`src/rtl/alu_pkg.sv`:
```
// rtl/alu_pkg.sv - shared widths, opcodes, state encoding and flag indices for the ALU sequencer
package alu_pkg;

  localparam int DATA_W = 8;
  localparam int NREGS  = 4;
  localparam int ADDR_W = 2;

  localparam logic [3:0] OP_LDI = 4'd15;

  localparam int FLG_Z = 3;
  localparam int FLG_C = 2;
  localparam int FLG_V = 1;
  localparam int FLG_N = 0;

  typedef enum logic [1:0] {
    ST_IDLE = 2'd0,
    ST_EXEC = 2'd1,
    ST_DONE = 2'd2
  } state_e;

endpackage

```
`src/rtl/alu_regfile.sv`:
```
// rtl/alu_regfile.sv - general register file, one write port and three combinational read ports
module alu_regfile
  import alu_pkg::*;
(
  input  logic              clk,
  input  logic              rst,
  input  logic              we_i,
  input  logic [ADDR_W-1:0] waddr_i,
  input  logic [DATA_W-1:0] wdata_i,
  input  logic [ADDR_W-1:0] raddr1_i,
  input  logic [ADDR_W-1:0] raddr2_i,
  input  logic [ADDR_W-1:0] dbg_addr_i,
  output logic [DATA_W-1:0] rdata1_o,
  output logic [DATA_W-1:0] rdata2_o,
  output logic [DATA_W-1:0] dbg_data_o
);

  logic [DATA_W-1:0] regs_q [NREGS];

  // Register storage: cleared by reset, written on the writeback edge
  always_ff @(posedge clk or posedge rst) begin
    if (rst) begin
      for (int i = 0; i < NREGS; i++) begin
        regs_q[i] <= '0;
      end
    end else if (we_i) begin
      regs_q[waddr_i] <= wdata_i;
    end
  end

  assign rdata1_o   = regs_q[raddr1_i];
  assign rdata2_o   = regs_q[raddr2_i];
  assign dbg_data_o = regs_q[dbg_addr_i];

endmodule

```
`src/rtl/alu_issue_seq.sv`:
```
// rtl/alu_issue_seq.sv - operand issue and writeback sequencer wrapped around the combinational ALU
module alu_issue_seq
  import alu_pkg::*;
(
  input  logic              clk,
  input  logic              rst,
  input  logic              in_valid,
  output logic              in_ready,
  input  logic [3:0]        in_op,
  input  logic [ADDR_W-1:0] in_rd,
  input  logic [ADDR_W-1:0] in_rs1,
  input  logic [ADDR_W-1:0] in_rs2,
  input  logic [DATA_W-1:0] in_imm,
  output logic [DATA_W-1:0] alu_x,
  output logic [DATA_W-1:0] alu_y,
  output logic [3:0]        alu_sel,
  input  logic [DATA_W-1:0] alu_out,
  input  logic              alu_zero,
  input  logic              alu_carry,
  input  logic              alu_overflow,
  input  logic              alu_negative,
  output logic [3:0]        flags,
  output logic              done,
  output logic              busy,
  input  logic [ADDR_W-1:0] dbg_addr,
  output logic [DATA_W-1:0] dbg_data
);

  state_e            state_q, state_d;
  logic [3:0]        op_q, op_d;
  logic [ADDR_W-1:0] rd_q, rd_d;
  logic [DATA_W-1:0] imm_q, imm_d;
  logic [DATA_W-1:0] x_q, x_d;
  logic [DATA_W-1:0] y_q, y_d;
  logic [3:0]        sel_q, sel_d;
  logic [3:0]        flags_q, flags_d;
  logic              done_q, done_d;

  logic              rf_we;
  logic [DATA_W-1:0] rf_wdata;
  logic [DATA_W-1:0] rs1_data;
  logic [DATA_W-1:0] rs2_data;

  // LDI bypasses the ALU result entirely; everything else writes back what the ALU settled on
  assign rf_wdata = (op_q == OP_LDI) ? imm_q : alu_out;

  alu_regfile u_regfile (
    .clk        (clk),
    .rst        (rst),
    .we_i       (rf_we),
    .waddr_i    (rd_q),
    .wdata_i    (rf_wdata),
    .raddr1_i   (in_rs1),
    .raddr2_i   (in_rs2),
    .dbg_addr_i (dbg_addr),
    .rdata1_o   (rs1_data),
    .rdata2_o   (rs2_data),
    .dbg_data_o (dbg_data)
  );

  // State and datapath registers; reset discards any in-flight instruction
  always_ff @(posedge clk or posedge rst) begin
    if (rst) begin
      state_q <= ST_IDLE;
      op_q    <= '0;
      rd_q    <= '0;
      imm_q   <= '0;
      x_q     <= '0;
      y_q     <= '0;
      sel_q   <= '0;
      flags_q <= '0;
      done_q  <= 1'b0;
    end else begin
      state_q <= state_d;
      op_q    <= op_d;
      rd_q    <= rd_d;
      imm_q   <= imm_d;
      x_q     <= x_d;
      y_q     <= y_d;
      sel_q   <= sel_d;
      flags_q <= flags_d;
      done_q  <= done_d;
    end
  end

  // Next-state: accept in IDLE, write back in EXEC, pulse done through DONE
  always_comb begin
    state_d = state_q;
    op_d    = op_q;
    rd_d    = rd_q;
    imm_d   = imm_q;
    x_d     = x_q;
    y_d     = y_q;
    sel_d   = sel_q;
    flags_d = flags_q;
    done_d  = 1'b0;
    rf_we   = 1'b0;
    case (state_q)
      ST_IDLE: begin
        if (in_valid) begin
          x_d   = rs1_data;
          y_d   = rs2_data;
          op_d  = in_op;
          rd_d  = in_rd;
          imm_d = in_imm;
          if (in_op != OP_LDI) begin
            sel_d = in_op;
          end
          state_d = ST_EXEC;
        end
      end
      ST_EXEC: begin
        rf_we = 1'b1;
        if (op_q != OP_LDI) begin
          flags_d[FLG_Z] = alu_zero;
          flags_d[FLG_C] = alu_carry;
          flags_d[FLG_V] = alu_overflow;
          flags_d[FLG_N] = alu_negative;
        end
        done_d  = 1'b1;
        state_d = ST_DONE;
      end
      ST_DONE: begin
        state_d = ST_IDLE;
      end
      default: begin
        state_d = ST_IDLE;
      end
    endcase
  end

  assign in_ready = (state_q == ST_IDLE);
  assign busy     = (state_q != ST_IDLE);
  assign done     = done_q;
  assign alu_x    = x_q;
  assign alu_y    = y_q;
  assign alu_sel  = sel_q;
  assign flags    = flags_q;

endmodule
```
`config.mk`:
```
export PLATFORM = sky130hd
export DESIGN_NAME = alu_issue_seq
export DESIGN_NICKNAME = d
export VERILOG_FILES = /design/src/rtl/alu_pkg.sv /design/src/rtl/alu_regfile.sv /design/src/rtl/alu_issue_seq.sv
export SDC_FILE = /design/constraint.sdc
export NUM_CORES = 1
export LEC_CHECK = 0
export ABC_CLOCK_PERIOD_IN_PS = 3200
export CORE_MARGIN = 1.5
export CORE_UTILIZATION = 45
export CTS_CLUSTER_SIZE = 30
export DETAILED_ROUTE_END_ITERATION = 16
export PLACE_DENSITY = 0.77
export SYNTH_ARGS = -nofsm -noshare
export SYNTH_HDL_FRONTEND = slang
export SYNTH_SLANG_ARGS = --single-unit
```
`constraint.sdc`:
```
create_clock -name clk -period 3.2 [get_ports clk]
set_clock_uncertainty 0.05 [all_clocks]
set_input_delay 0.64 -clock clk [delete_from_list [all_inputs] [get_ports clk]]
set_output_delay 0.64 -clock clk [all_outputs]
set_load 0.005 [all_outputs]
```
Word-level counts from Yosys, hierarchy flattened
Index checks and enable logic that the tools add are counted.
- logic and storage cells: 49
- register bits: 73
- bits in writable memories: 0
- bits of input ports: 35
- memories: 0
- output and inout port bits: 35
- latch bits: 0
- memory bits (read-only): 0
- shifts and indexed selects: 0
- add/sub/neg operators: 0
- multipliers: 0
- bitwise gates (word level): 4
- reduce and logical (&&, ||, !) cells: 6
- eq/ne operators: 5
- multiplexer cells: 16
- divide/modulo/power cells: 0
- order comparisons: 5
- operator list (cell ; count):
    two-way mux 8 bit ; 8
    binary-select mux 8 bit (select 2 bit) ; 3
    bitwise mux 32 bit ; 1
    demux 8 bit (select 2 bit) ; 1
    greater-or-equal comparator 3 bit, second input constant ; 4
    NOT 2 -> 3 bit ; 4
    != test 4 bit, second input constant ; 2
    == test 4 bit, second input constant ; 1
    one-hot mux 2 bit (2 select lines) ; 1
    AND reduction 2 bit ; 2
    < comparator 3 x 1 -> 1 bit, second input constant ; 1
    AND reduction 3 bit ; 1
    == test 2 x 1 -> 1 bit, second input constant ; 1
    logical NOT 2 bit ; 1
    two-way mux 2 bit ; 1
    != test 2 bit, second input constant ; 1
    nonzero test 2 bit ; 1
    logical AND 1 bit ; 1
    two-way mux 1 bit ; 1

Longest topological paths before layout
- depth in word-level cells: 6
- mapped depth: 5
- depth with buffers taken out: 3

Hierarchy
A second synthesis with hierarchy kept.
- cell total of the unflattened synthesis: 203
- area, all modules: 3430.8 µm²
- modules (own cells, without submodules) (module ; sequential area each (µm²) ; cells each ; area an instance (µm²) ; times used):
    alu_regfile ; 800.8 ; 99 ; 1786.7 ; 1
    alu_issue_seq ; 1026.0 ; 104 ; 1644.1 ; 1

Worst setup path before layout
Ideal clock, no wire load.
- path type: in2out
- start: in dbg_addr[0]
- end: out dbg_data[0]
- stages on the path: 2
- setup slack: 1.110 ns
- arrival time: 1.400 ns
- cells stage by stage: buf_2 mux4_2
- cells in the longest elaborated chain, start to end: 4
- ends and longest elaborated chain (what ; RTL line ; RTL):
    start: declaration ; alu_issue_seq.sv:25 ; input logic [ADDR_W-1:0] dbg_addr,
    NOT 2 -> 3 bit (implied by the code) ; alu_regfile.sv:33 ; assign dbg_data_o = regs_q[dbg_addr_i];
    binary-select mux 8 bit (select 2 bit) ; alu_regfile.sv:33 ;
    two-way mux 8 bit (implied by the code) (2 in a row) ; alu_regfile.sv:33 ;
    end: declaration ; alu_issue_seq.sv:26 ; output logic [DATA_W-1:0] dbg_data
Every way passes these cells. The select of a mux whose other input is x is not followed.

Worst setup path after layout
- start: in dbg_addr[0]
- end: out dbg_data[4]
Same word-level chain as after synthesis.

==> impl_metrics.py <==
metrics = {
    "outcome": {
        "status": "completed",
    },
    "synthesis": {
        "synth_area_sq_mm": 0.003359,
        "yosysMostFrequentCell": "dfrtp_1",
        "ys_ff_latch": 73,
        "yosysWarningCount": 0,
        "syn-mean-instance-area_sq_um": 13.94,
        "syn_nets": 276,
        "ys_seq_area_share_pct": 54.38,
        "ys_top_cells_by_area": "dfrtp_1 54%, mux4_2 16%, mux2_2 11%",
        "synth-edff-count": 0,
        "async_flop_share_pct": 100.0,
        "yosys.area.top_type_share_pct": 54.38,
        "yosysTopAreaCell": "dfrtp_1",
        "synth_cell_type_count": 23,
        "syn-instance-count": 241,
        "ys.flop_type": "dfrtp_1",
        "synth_common_cells": "73 x dfrtp_1, 33 x mux2_2, 25 x nor2_1",
    },
    "detailed_routing": {
        "drc": 0,
        "num_vias": 2318,
        "route.antenna.remaining_nets": 0,
        "first_pass_iters": 4,
        "routedWlPerCell_um": 17.16,
        "wirelength_mm": 7.156,
        "via_per_inst": 5.559,
        "dr.first_iter.drc_count": 122,
    },
    "clocking": {
        "ctsHoldBuffers": 0,
        "post_cts_resized": 0,
        "cts_setup_buffers": 0,
        "htree_levels": 3,
        "cts_sinks": 73,
        "cts_tree": "yes",
        "cts_buffer_depth": 2,
        "clk_latency_ns": 0.36,
        "cts_root_buf": "clkbuf_8",
        "clkTransAtPathRegs_ns": 0.08,
        "cts_buffers": 9,
    },
    "critical_path": {
        "cp.required_ns": 2.51,
        "worstPathArrival_ns": 2.28,
        "path_class": "primary input to output port",
        "crit_path_max_fanout": 5,
        "end_kind": "output port",
        "worstSetupStartpointType": "primary input",
        "cp_slowest_stage_delay_ns": 0.52,
        "cp_common_cell": "clkdlybuf4s50_1",
        "critPathSlowestCell": "mux4_2",
        "path_cells": "clkdlybuf4s50_1 -> buf_4 -> mux4_2 -> clkdlybuf4s50_1",
    },
    "sta": {
        "hold_viol_final": 0,
        "max_slew_margin_pct": 55.59,
        "slew_viol_final": 0,
        "finalSetupTns_ns": 0,
        "finalCriticalPeriod_ns": 2.972,
        "finalCritPeriodShare_pct": 92.88,
        "setup_viol": 0,
        "rsz0062_at_grt": "no",
        "tightestPinTransition_ns": 0.6641,
        "fmax_ghz": 0.3364,
    },
    "floorplan": {
        "dieWidth_um": 89.41,
        "core_area_sq_mm": 0.007253,
        "pin_count": 70,
        "floorplan.die.height_um": 89.41,
        "start_util_pct": 46.32,
        "rows": 31,
        "die-area_sq_mm": 0.007993,
    },
    "place": {
        "dp_hpwl_mm": 5.018,
        "gp_congestion": 0.8371,
        "io_buffers": 69,
    },
    "min_path": {
        "hold_path_class": "register to register",
    },
    "global_route": {
        "grtUsageTotal_pct": 19.59,
        "grt_pass1_vias": 2265,
        "antenna_found_initial": 0,
        "grt_pass1_wl_mm": 11.41,
        "grt_overflow": 0,
        "grt_max_degree": 59,
    },
    "final_layout": {
        "num_antenna_cells": 0,
        "nets": 348,
        "drive_gt1_share_pct": 27.67,
        "syn2layout_area_growth_pct": 30.76,
        "utilization_pct": 60.57,
    },
    "power": {
        "p_leak_nw": 1.790,
        "ir_drop_mv": 0.3294,
        "power_density_mw_per_mm2": 827.4,
    },
    "run": {
        "maxCapViolations": 0,
    },
}
## cells in the final DEF, fill, tap and decap left out, drive strengths merged
master and n:
inv 3, o21ai 8, nor4b 1, or3b 1, buf 9, a31oi 4, bufinv 2, clkinv 4
clkinvlp 1, nor2 25, nand4 1, mux2i 8, mux2 34, a21oi 24, mux4 24, dfrtp 73
nor4bb 2, nand2 9, clkdlybuf4s50 69, nor2b 2, o22a 4, clkbuf 9, nand4b 1
## through the flow
step	instance area (sq um)	power (W)	setup slack (ns)	hold WS, ns	instances
floorplan	3359	0.002235	0.6567	0.4276	241
global placement	4174	0.002789	0.2446	0.4195	401
detailed placement	4174	0.002857	0.2310	0.4302	401
CTS	4393	0.003659	0.2134	0.4504	417
global route	4393	0.003857	0.1776	0.4629	417
finish	4393	0.003635	0.2277	0.4434	417
## power breakdown
group | internal [W] | switching, W
Combinational | 0.000841 | 0.000403
Clock | 0.000438 | 0.000357
Sequential | 0.00129 | 0.000301
Total | 0.00257 | 0.00106
## critical path, delay by kind of cell
kind | cells | cell delay (ns)
buf+inv | 3 | 1.12
mux | 1 | 0.52
## routing by layer
| metal | track usage [%] | vias up | wire, um |
|---|---|---|---|
| li1 | - | 1037 | - |
| met1 | 25.46 | 1188 | 2998 |
| met2 | 32.26 | 79 | 3679 |
| met3 | 3.509 | 14 | 330 |
| met4 | 8.811 | 0 | 149 |
| met5 | 0 | - | 0 |
## sequential cells by signal, summed over array words and instances (netlist names)
register	cells
alu_y	8
flags	4
imm_q	8
rd_q	2
alu_sel	4
done	1
u_regfile.regs_q	32
state_q	2
alu_x	8
op_q	4
## cell families (layout without fill, tap and decap cells)
kind of cell / after synthesis / after routing / share of synthesized area (%)
mux: 66 / 66 / 29.98
flops: 73 / 73 / 54.38
compound gates: 40 / 40 / 6.555
simple gates: 42 / 42 / 5.996
buf+inv: 20 / 97 / 3.091
## area by class of cell
| type | count | area (sq um) |
|---|---|---|
| clock buffers | 9 | 123.9 |
| clock inverters | 7 | 95.09 |
| fillers | 604 | 2860 |
| inverters | 3 | 11.26 |
| multi-input cells | 148 | 1441 |
| flip-flops and latches | 73 | 1827 |
| well taps | 99 | 123.9 |
| repair buffers | 78 | 770.7 |
## worst paths after layout
kind                            cells past startpoint                   start                              end  slack (ns)
worst max-delay path                                4             dbg_addr[0]                      dbg_data[4]        0.23
worst min-delay path                                1  alu_sel[2]$_DFFE_PP0P_           alu_sel[2]$_DFFE_PP0P_        0.44
worst max register to register                      3     op_q[3]$_DFFE_PP0P_  u_regfile.regs_q[4]$_DFFE_PP0P_        1.33
worst min register to register                      1  alu_sel[2]$_DFFE_PP0P_           alu_sel[2]$_DFFE_PP0P_        0.44
max in group asynchronous                           3                     rst             imm_q[4]$_DFFE_PP0P_        1.96
min in group asynchronous                           2                     rst             alu_x[6]$_DFFE_PP0P_        0.51
Note: power is estimated with default switching activity, not from simulation.
